## src/rtl/tmds_link_sequencer.sv

```systemverilog
// tmds_link_sequencer
//   Sits between the read side of the 40-bit TMDS async FIFO and the four 5-bit LVDS
//   serializers, in the data-load clock domain (2x pixel rate). It owns the FIFO read
//   enable and the 10->5 gearbox, and emits a valid idle TMDS stream whenever it is
//   not streaming: while the FIFO primes, after a drain, and after an underflow.
//
// Ports
//   clock, asyncResetN       data-load clock, asynchronous active-low reset
//   enable                   request to stream FIFO data
//   fifoEmpty, fifoData      FWFT FIFO head: {chC, ch2, ch1, ch0}, 10 bits each
//   fifoReadEnable           pops the FIFO at the clock edge (RUN, high half only)
//   lvds{0,1,2,C}Data        serializer half-words; low half [4:0] on phase 0,
//                            high half [9:5] on phase 1
//   linkActive               high on cycles whose lanes carry FIFO data
//   underflowPulse           one-cycle pulse per underflow
//   underflowCount           saturating underflow counter
module tmds_link_sequencer #(
  parameter int unsigned FILL_CYCLES     = 8,
  parameter int unsigned COUNT_WIDTH     = 8,
  parameter logic [9:0]  IDLE_DATA_WORD  = 10'b1101010100,
  parameter logic [9:0]  IDLE_CLOCK_WORD = 10'b0000011111
) (
  input  logic                   clock,
  input  logic                   asyncResetN,
  input  logic                   enable,
  input  logic                   fifoEmpty,
  input  logic [39:0]            fifoData,
  output logic                   fifoReadEnable,
  output logic [4:0]             lvds0Data,
  output logic [4:0]             lvds1Data,
  output logic [4:0]             lvds2Data,
  output logic [4:0]             lvdsCData,
  output logic                   linkActive,
  output logic                   underflowPulse,
  output logic [COUNT_WIDTH-1:0] underflowCount
);

  localparam int unsigned         FillW   = $clog2(FILL_CYCLES + 1);
  localparam logic [FillW-1:0]    FillMax = FillW'(FILL_CYCLES);

  typedef enum logic [1:0] {
    StIdle,
    StFill,
    StRun,
    StUnderflow
  } state_e;

  state_e                 state_q, state_d;
  logic                   phase_q;
  logic [FillW-1:0]       fill_q, fill_d;
  logic [3:0][4:0]        lane_q, lane_d;
  logic                   active_q, active_d;
  logic                   pulse_q, pulse_d;
  logic [COUNT_WIDTH-1:0] count_q, count_d;

  // Half-word candidates for the current phase; lane 3 is the clock channel.
  logic [3:0][4:0]        data_half;
  logic [3:0][4:0]        idle_half;

  always_comb begin
    for (int k = 0; k < 4; k++) begin
      data_half[k] = phase_q ? fifoData[10*k+5 +: 5] : fifoData[10*k +: 5];
    end
    idle_half[0] = phase_q ? IDLE_DATA_WORD[9:5] : IDLE_DATA_WORD[4:0];
    idle_half[1] = idle_half[0];
    idle_half[2] = idle_half[0];
    idle_half[3] = phase_q ? IDLE_CLOCK_WORD[9:5] : IDLE_CLOCK_WORD[4:0];
  end

  always_comb begin
    state_d  = state_q;
    fill_d   = fill_q;
    lane_d   = idle_half;
    active_d = 1'b0;
    pulse_d  = 1'b0;
    count_d  = count_q;

    unique case (state_q)
      StIdle: begin
        fill_d = '0;
        if (enable) begin
          state_d = StFill;
        end
      end

      StFill: begin
        if (!enable) begin
          state_d = StIdle;
          fill_d  = '0;
        end else begin
          // Any empty cycle restarts priming; the count saturates at the threshold.
          if (fifoEmpty) begin
            fill_d = '0;
          end else if (fill_q < FillMax) begin
            fill_d = fill_q + 1'b1;
          end
          // Leave only from phase 1 so that RUN always starts on a low half.
          if (fill_q >= FillMax && phase_q) begin
            state_d = StRun;
          end
        end
      end

      StRun: begin
        fill_d = '0;
        if (!phase_q && fifoEmpty) begin
          pulse_d = 1'b1;
          state_d = StUnderflow;
          if (count_q != '1) begin
            count_d = count_q + 1'b1;
          end
        end else begin
          // A word seen non-empty on phase 0 stays at the FIFO head until popped on
          // phase 1, so the high half needs no emptiness check.
          lane_d   = data_half;
          active_d = 1'b1;
          if (phase_q && !enable) begin
            state_d = StIdle;
          end
        end
      end

      StUnderflow: begin
        // Always phase 1: finish the idle symbol, then re-prime.
        fill_d  = '0;
        state_d = StFill;
      end

      default: begin
        state_d = StIdle;
      end
    endcase
  end

  always_ff @(posedge clock or negedge asyncResetN) begin
    if (!asyncResetN) begin
      state_q  <= StIdle;
      phase_q  <= 1'b0;
      fill_q   <= '0;
      lane_q   <= {IDLE_CLOCK_WORD[4:0], IDLE_DATA_WORD[4:0], IDLE_DATA_WORD[4:0],
                   IDLE_DATA_WORD[4:0]};
      active_q <= 1'b0;
      pulse_q  <= 1'b0;
      count_q  <= '0;
    end else begin
      state_q  <= state_d;
      phase_q  <= ~phase_q;
      fill_q   <= fill_d;
      lane_q   <= lane_d;
      active_q <= active_d;
      pulse_q  <= pulse_d;
      count_q  <= count_d;
    end
  end

  // Decoded from registered state so the pop is known before the edge it happens on.
  assign fifoReadEnable = (state_q == StRun) && phase_q;

  assign lvds0Data      = lane_q[0];
  assign lvds1Data      = lane_q[1];
  assign lvds2Data      = lane_q[2];
  assign lvdsCData      = lane_q[3];
  assign linkActive     = active_q;
  assign underflowPulse = pulse_q;
  assign underflowCount = count_q;

endmodule

```

## config.mk

```make
export PLATFORM = sky130hd
export DESIGN_NAME = tmds_link_sequencer
export DESIGN_NICKNAME = d
export VERILOG_FILES = /design/src/rtl/tmds_link_sequencer.sv
export SDC_FILE = /design/constraint.sdc
export NUM_CORES = 1
export LEC_CHECK = 0
export ABC_AREA = 1
export CAP_MARGIN = 10
export CORE_ASPECT_RATIO = 0.9
export CORE_MARGIN = 2
export CORE_UTILIZATION = 38
export CTS_CLUSTER_DIAMETER = 60
export DETAILED_ROUTE_END_ITERATION = 7
export HOLD_SLACK_MARGIN = 0.12
export PLACE_DENSITY = 0.75
export SLEW_MARGIN = 20
export SYNTH_ARGS = -nofsm -noshare
export SYNTH_HDL_FRONTEND = slang
export SYNTH_SLANG_ARGS = --single-unit
```

## constraint.sdc

```tcl
create_clock -name clock -period 1.33 [get_ports clock]
set_input_delay 0.1995 -clock clock [delete_from_list [all_inputs] [get_ports clock]]
set_output_delay 0.1995 -clock clock [all_outputs]
set_load 0.05 [all_outputs]
```

==> flow_summary.rst <==
.. list-table::
   :header-rows: 1

   * - Metric
     - Value
   * - Switching component of the power
     - 1450 µW
   * - Number of top-level pins
     - 75
   * - Highest clock frequency the design can meet
     - 701 MHz
   * - HP Class
     - in -> async
   * - Final setup violation count
     - 5
   * - Cells after synthesis
     - 213
   * - Aggregate global-route resource usage
     - 0.188
   * - Core area
     - 4740 µm²
   * - Max-slew violation count
     - 0
   * - Final Routed Wirelength
     - 4830 µm
   * - Clock transition at the register clock pins on the worst setup and hold paths after CTS
     - 70 ps
   * - Data arrival time of the critical path
     - 1230 ps
   * - Std-Cell Rows
     - 24
   * - Slowest cell on the critical path
     - dfrtp_1
   * - Category of the critical setup timing path
     - reg -> out
   * - Clock buffers created by TritonCTS
     - 5
   * - Switching Fraction
     - 0.336
   * - Number of nets in the synthesized netlist
     - 264
   * - Number of distinct library cell variants in the gate-level netlist after synthesis
     - 25
   * - Post-DP HPWL
     - 3590 µm
   * - Number of design rule violations left after detail routing
     - 0
   * - Critical path fanouts, max
     - 2
   * - Clock latency reported for the late side of the worst-skew pair
     - 290 ps
   * - Buffer levels on the longest clock path
     - 2
   * - Clock H-tree levels
     - 2
   * - Worst clock skew on the final layout
     - 7.88 ps
   * - Final layout net count
     - 365
   * - Run status
     - finished with violations
   * - Max-cap violations
     - 0
   * - Reported leakage power
     - 0.00150 µW
   * - Maximum number of pins on one net before global-route repair
     - 38
   * - Number of antenna violations at the first check in global routing
     - 0
   * - Setup repair after global routing missed its margin
     - true
   * - Pin slew with the least headroom to its limit
     - 240 ps
   * - Global-route wire length before repair
     - 7990 µm
   * - Final setup slack of the worst path
     - -97.2 ps
   * - Number of hold violations in the final report
     - 0
   * - Total internal power
     - 2860 µW
   * - Worst relative slew slack
     - 0.840
   * - Combined area of the multi-input logic cells
     - 942 µm²
   * - Remaining Overflow, GRT
     - 0
   * - Number of synthesis warnings
     - 0
   * - Via count
     - 1769
   * - TritonCTS clock tree
     - yes
   * - Average size of a mapped cell
     - 8.64 µm²
   * - Share of total power in sequential cells
     - 0.317
   * - Final-layout worst hold slack
     - 400 ps
   * - Critical Path Start Type
     - register
   * - CP max stage delay
     - 430 ps
   * - Tcrit/Tclk final
     - 1.07
   * - Number of antenna diodes
     - 0
   * - Initial drt markers
     - 88
   * - Minimum clock period
     - 1430 ps
   * - Top library cells by usage in the layout, fill and taps aside
     - nand2_1 (57), clkdlybuf4s50_1 (42), buf_12 (35)
   * - Routability cong.
     - 0.773
   * - Part of the Yosys area used for sequential elements
     - 0.511
   * - Num Clock Sinks
     - 37
   * - Post-synthesis sequential element count
     - 37
   * - Data required time at the worst endpoint
     - 1130 ps
   * - Commonest non-fill, non-tap cell in the layout
     - nand2_1
   * - First-pass DRT Iterations
     - 4
   * - Area added between synthesis and finish
     - 89.3%
   * - Max IR drop VDD
     - 0.933 mV
   * - Fill cell instance count of the final layout
     - 361
   * - Detail-routed net length per standard cell
     - 12.7 µm
   * - Pre-CTS worst setup slack
     - -42.2 ps
   * - Layout cell share with drive strength beyond 1
     - 0.406
   * - Die outline area
     - 5420 µm²
   * - Via count of the first global-routing pass
     - 1726
   * - Failing checks
     - negative setup slack
   * - Clock power frac
     - 0.232
   * - Root Driver
     - clkbuf_8
   * - Synthesized cell area
     - 1840 µm²
   * - Buffers added on ports
     - 74
   * - Crit. End Element
     - output pin
   * - Logic gate share of total power
     - 0.451
   * - Horiz. Die Dim
     - 77.4 µm
   * - Residual antenna-violating net count after detailed routing
     - 0
   * - Cell breakdown of the critical path
     - ha_4, nand2_4, clkinvlp_4, buf_12
   * - Initial Util
     - 0.388
   * - Pwr per Cell Area
     - 1240 nW/µm²
   * - Footprint of the flip-flops and latches
     - 951 µm²
   * - Die height
     - 70.0 µm
   * - DR vias/cell
     - 4.66
[cell families (layout without fill, tap and decap cells)]
family                     Yosys count  in the layout  share of synthesized area
AOI/OAI and AO/OA                   31             31                      0.110
xor gates and xnor gates             4              4                     0.0190
adders and majority gates            7              7                     0.0476
buffers and inverters               25            127                     0.0591
DFF                                 37             37                      0.511
and+or+nand+nor                    109            109                      0.254
[cell type report]
type,instances,share of cell area
multi-input combinational,151,0.270
sequential,37,0.273
timing repair buffer,99,0.372
inverter,20,0.0276
clock inverter,1,0.00862
clock buffer,7,0.0248
tap,65,0.0233
[registers in the layout, indices dropped and copies added (netlist names)]
| register | count |
|---|---|
| state_q | 2 |
| phase_q | 1 |
| linkActive | 1 |
| underflowPulse | 1 |
| underflowCount | 8 |
| lvds2Data | 5 |
| fill_q | 4 |
| lvds0Data | 5 |
| lvdsCData | 5 |
| lvds1Data | 5 |
[routing by layer]
metal,GRT usage,vias to the layer above,routed length [µm]
met5,0,-,0
met4,0.0615,0,42
met3,0.0543,6,254
met2,0.320,46,2560
met1,0.228,838,1980
li1,-,879,-
[final timing paths]
kind | slack (ps) | startpoint | depth (start not counted) | endpoint
worst max-delay path | -100 | state_q[1] | 4 | fifoReadEnable
max in group asynchronous | 670 | asyncResetN | 3 | lvdsCData[1]
worst min-delay path | 400 | asyncResetN | 3 | underflowCount[5]
worst max register to register | -40 | state_q[1] | 7 | fill_q[2]
worst min register to register | 570 | underflowCount[7] | 2 | underflowCount[7]
min in group clock | 430 | fifoData[12] | 3 | lvds1Data[2]
[power by group through the flow]
stage / combinational [µW] / clock [µW] / sequential, µW
floorplan: 571 / 0 / 1610
detailed placement: 1640 / 0 / 1380
finish: 1950 / 1000 / 1370
CTS: 1770 / 1020 / 1370
global route: 2090 / 1080 / 1380
global placement: 1610 / 0 / 1380
[cells in the mapped netlist (all sizes together)]
cell type / count / share of area
ha: 7 / 0.048
buf: 5 / 0.016
dfstp: 11 / 0.16
a21boi: 1 / 0.0041
xor2: 1 / 0.0048
o31ai: 6 / 0.041
nor2: 23 / 0.048
dfrtp: 26 / 0.35
a21oi: 18 / 0.049
nand2: 68 / 0.15
xnor2: 3 / 0.014
nand4: 2 / 0.0068
clkinv: 1 / 0.0027
nand3: 16 / 0.049
inv: 19 / 0.040
o21ai: 6 / 0.016
[worst max-delay path, delay by kind of cell (launching register included)]
family	cells	cell delay (ps)
DFF	1	430
and+or+nand+nor	1	60
adders and majority gates	1	200
buffers and inverters	2	250
[timing repair]
item	in CTS	in global routing
endpoints found under the setup margin	9	29
setup buffers	3	4
hold buffers	1	0
pin swaps	1	6
gates resized for setup	10	32
cloned	0	0
hold endpoints to repair	37	0
[stage by stage]
| step | power [µW] | cell area, µm² | TNS (ps) | utilization | std cells |
|---|---|---|---|---|---|
| CTS | 4160 | 3360 | -128 | 0.709 | 376 |
| global placement | 2980 | 3160 | -6.86 | 0.665 | 364 |
| finish | 4310 | 3480 | -199 | 0.734 | 380 |
| detailed placement | 3020 | 3160 | -179 | 0.665 | 364 |
| global route | 4550 | 3480 | -976 | 0.734 | 380 |
| floorplan | 2180 | 1880 | 0 | - | 213 |
Power figures use the tool's default switching activity.
==> RTL change: new RTL, config.mk and constraints unchanged <==
The parameter `COUNT_WIDTH` goes from 8 to 12.
--- a/src/rtl/tmds_link_sequencer.sv
+++ b/src/rtl/tmds_link_sequencer.sv
@@ -18,3 +18,3 @@
   parameter int unsigned FILL_CYCLES     = 8,
-  parameter int unsigned COUNT_WIDTH     = 8,
+  parameter int unsigned COUNT_WIDTH     = 12,
   parameter logic [9:0]  IDLE_DATA_WORD  = 10'b1101010100,
Ports: changed (resized underflowCount); port bits go from 75 to 79. The function was not compared with the original's and may differ.
==> RTL change against the unedited design <==
The flow still finishes with violations (setup timing). Sequential cell count increased by 4. Synthesized area increased by 13%. First-iteration DRC count increased by 6.8%. Critical path depth increased by 1. Non-clock buffer count increased by 11. Wire length increased by 15%. Design area increased by 8.7%. Clock skew decreased by 0.0048 ns. Total power decreased by 0.26%. Setup slack improved by 0.0068 ns.
==> RTL change: results (changes against the unedited design) <==
The reg-to-reg critical path endpoint is state_q[0]. The area fraction in compound gates after synthesis came out at 8.32% (-2.7 points). The register area is 1050 sq um (+11%), and the setup total negative slack is -0.219 ns (-0.0202 ns). Share of cells above drive strength 1: 38.3% (-2.3 points).

The distinct cell type count of the synthesized netlist is 32 (+28%), and the largest net degree at the start of global routing is 27 (-29%). The synthesized-area fraction occupied by xor and xnor cells works out to 3.32% (+1.4 points). The flow ran to the end, but the final reports show violations. For the hold slack, the log shows 0.355 ns (-0.0447 ns). The logs give 16 (+6) for the quantity of gates resized following cts and 0.849 (+9.9%) for the routability congestion estimate. The worst slack after detailed placement was -0.210 ns (-0.168 ns). The multi-input combinational gate total is 173 (+15%), and the final worst slack is -0.0904 ns (+0.00681 ns). The power share of the combinational group was 45.3% (+0.2 points); the share of synthesized cell area in full adder, half adder and majority cells was 4.22% (-0.54 points). The startpoint identified for the worst register-to-register timing path is state_q[0]. The flip-flop count of the largest register, all copies and words added is 12 (+4), and the depth of the worst register-to-register path is 9 (+2).

The total via count after detailed routing was 2,083 (+18%). The tools report the internal power summed over all cells as 0.00271 W (-5.3%). The power of the sequential group was 0.00154 W (+12%). The number of ordinary and repair buffers in the finished layout came out at 110 (+11%). The tools report the multi-input logic area as 1050 sq um (+12%). The buffering overhead was 37.2% (about the same). The final reports fail on setup timing. The tools report the portion of the post-synthesis area used by sequential elements as 50.1% (-0.93 points). The logs give 2 (-1) for the number of buffers inserted by post-CTS setup repair and 5 (-2) for the count of clock-net buffers in the final layout.

The tools report the wire length of the first global-routing pass as 8720 um (+9.1%). The tools report the leakage power figure as 1.67 nW (+12%). The count of inverters other than clock inverters in the layout was 23 (+15%); the count of input and output buffers was 78 (+5.4%).

Count of fill cells added during filler insertion: 387 (+7.2%). The area growth from synthesis to layout is 82.5%. For the total nets after synthesis, the log shows 294 (+11%). The clock skew is 0.00309 ns (-0.00479 ns), and the worst stage delay on the critical path is 0.39 ns (-0.04 ns). The logs give 18.9% (+0.13 points) for the global-route usage over all layers and 1050 uV (+13%) for the highest ir drop seen on vdd.

In this run the clock root is driven by a sky130_fd_sc_hd__clkbuf_8. The total power divided by cell area came out at 1140 nW/um^2 (-8.2%). Ranked by total cell area, the synthesized netlist is headed by sky130_fd_sc_hd__dfrtp_1, sky130_fd_sc_hd__dfstp_2, sky130_fd_sc_hd__nand2_1. The number of register bits inferred by synthesis works out to 41 (+11%). The tools report the placed cell count as 409 (+12%). Number of global-route vias before repair: 2,038 (+18%).

The run gives 5560 um (+15%) as the wire length after detailed routing. The commonest cells after synthesis are sky130_fd_sc_hd__nand2_1, sky130_fd_sc_hd__dfrtp_1, sky130_fd_sc_hd__nor2_1. The run gives 4260 um (+19%) as the total half-perimeter wirelength after legalization and detailed placement.

The maximum fanout along the worst path is 6 (+4), and the number of standard cells after synthesis is 243 (+14%). The count of routing violations after the opening detailed-route iteration is 94 (+6.8%), and the post-detailed-route wirelength per cell is 13.2 um (+3.6%). The final-report setup violation count is 10 (+5), and the remaining max-slew budget at the tightest pin is 73.8% (-10 points).
[RTL change: cell count changes after synthesis, sizes merged, moves of 4 or more]
cell	before	now
clkbuf	0	4
dfrtp	26	30
a21oi	18	8
nand2	68	80
a31oi	0	5
nand4	2	7
[RTL change: worst max path at each step]
stage / startpoint / to / cells after the start
finish: state_q[0] / fifoReadEnable / 5
global route: state_q[0] / state_q[0] / 9
CTS: state_q[1] / fifoReadEnable / 4
detailed placement: state_q[0] / lvds1Data[1] / 5
global placement: state_q[0] / lvds2Data[1] / 5
floorplan: underflowCount[1] / underflowCount[0] / 7
[RTL change: per-layer routing]
metal  vias to the layer above  global-route usage (%)  part of all wire [%]
li1                       1002                       -                     -
met1                       981                    19.9                    38
met2                        91                    33.7                    52
met3                         9                    6.55                   9.0
met4                         0                    9.07                   1.7
met5                         -                       0                     0
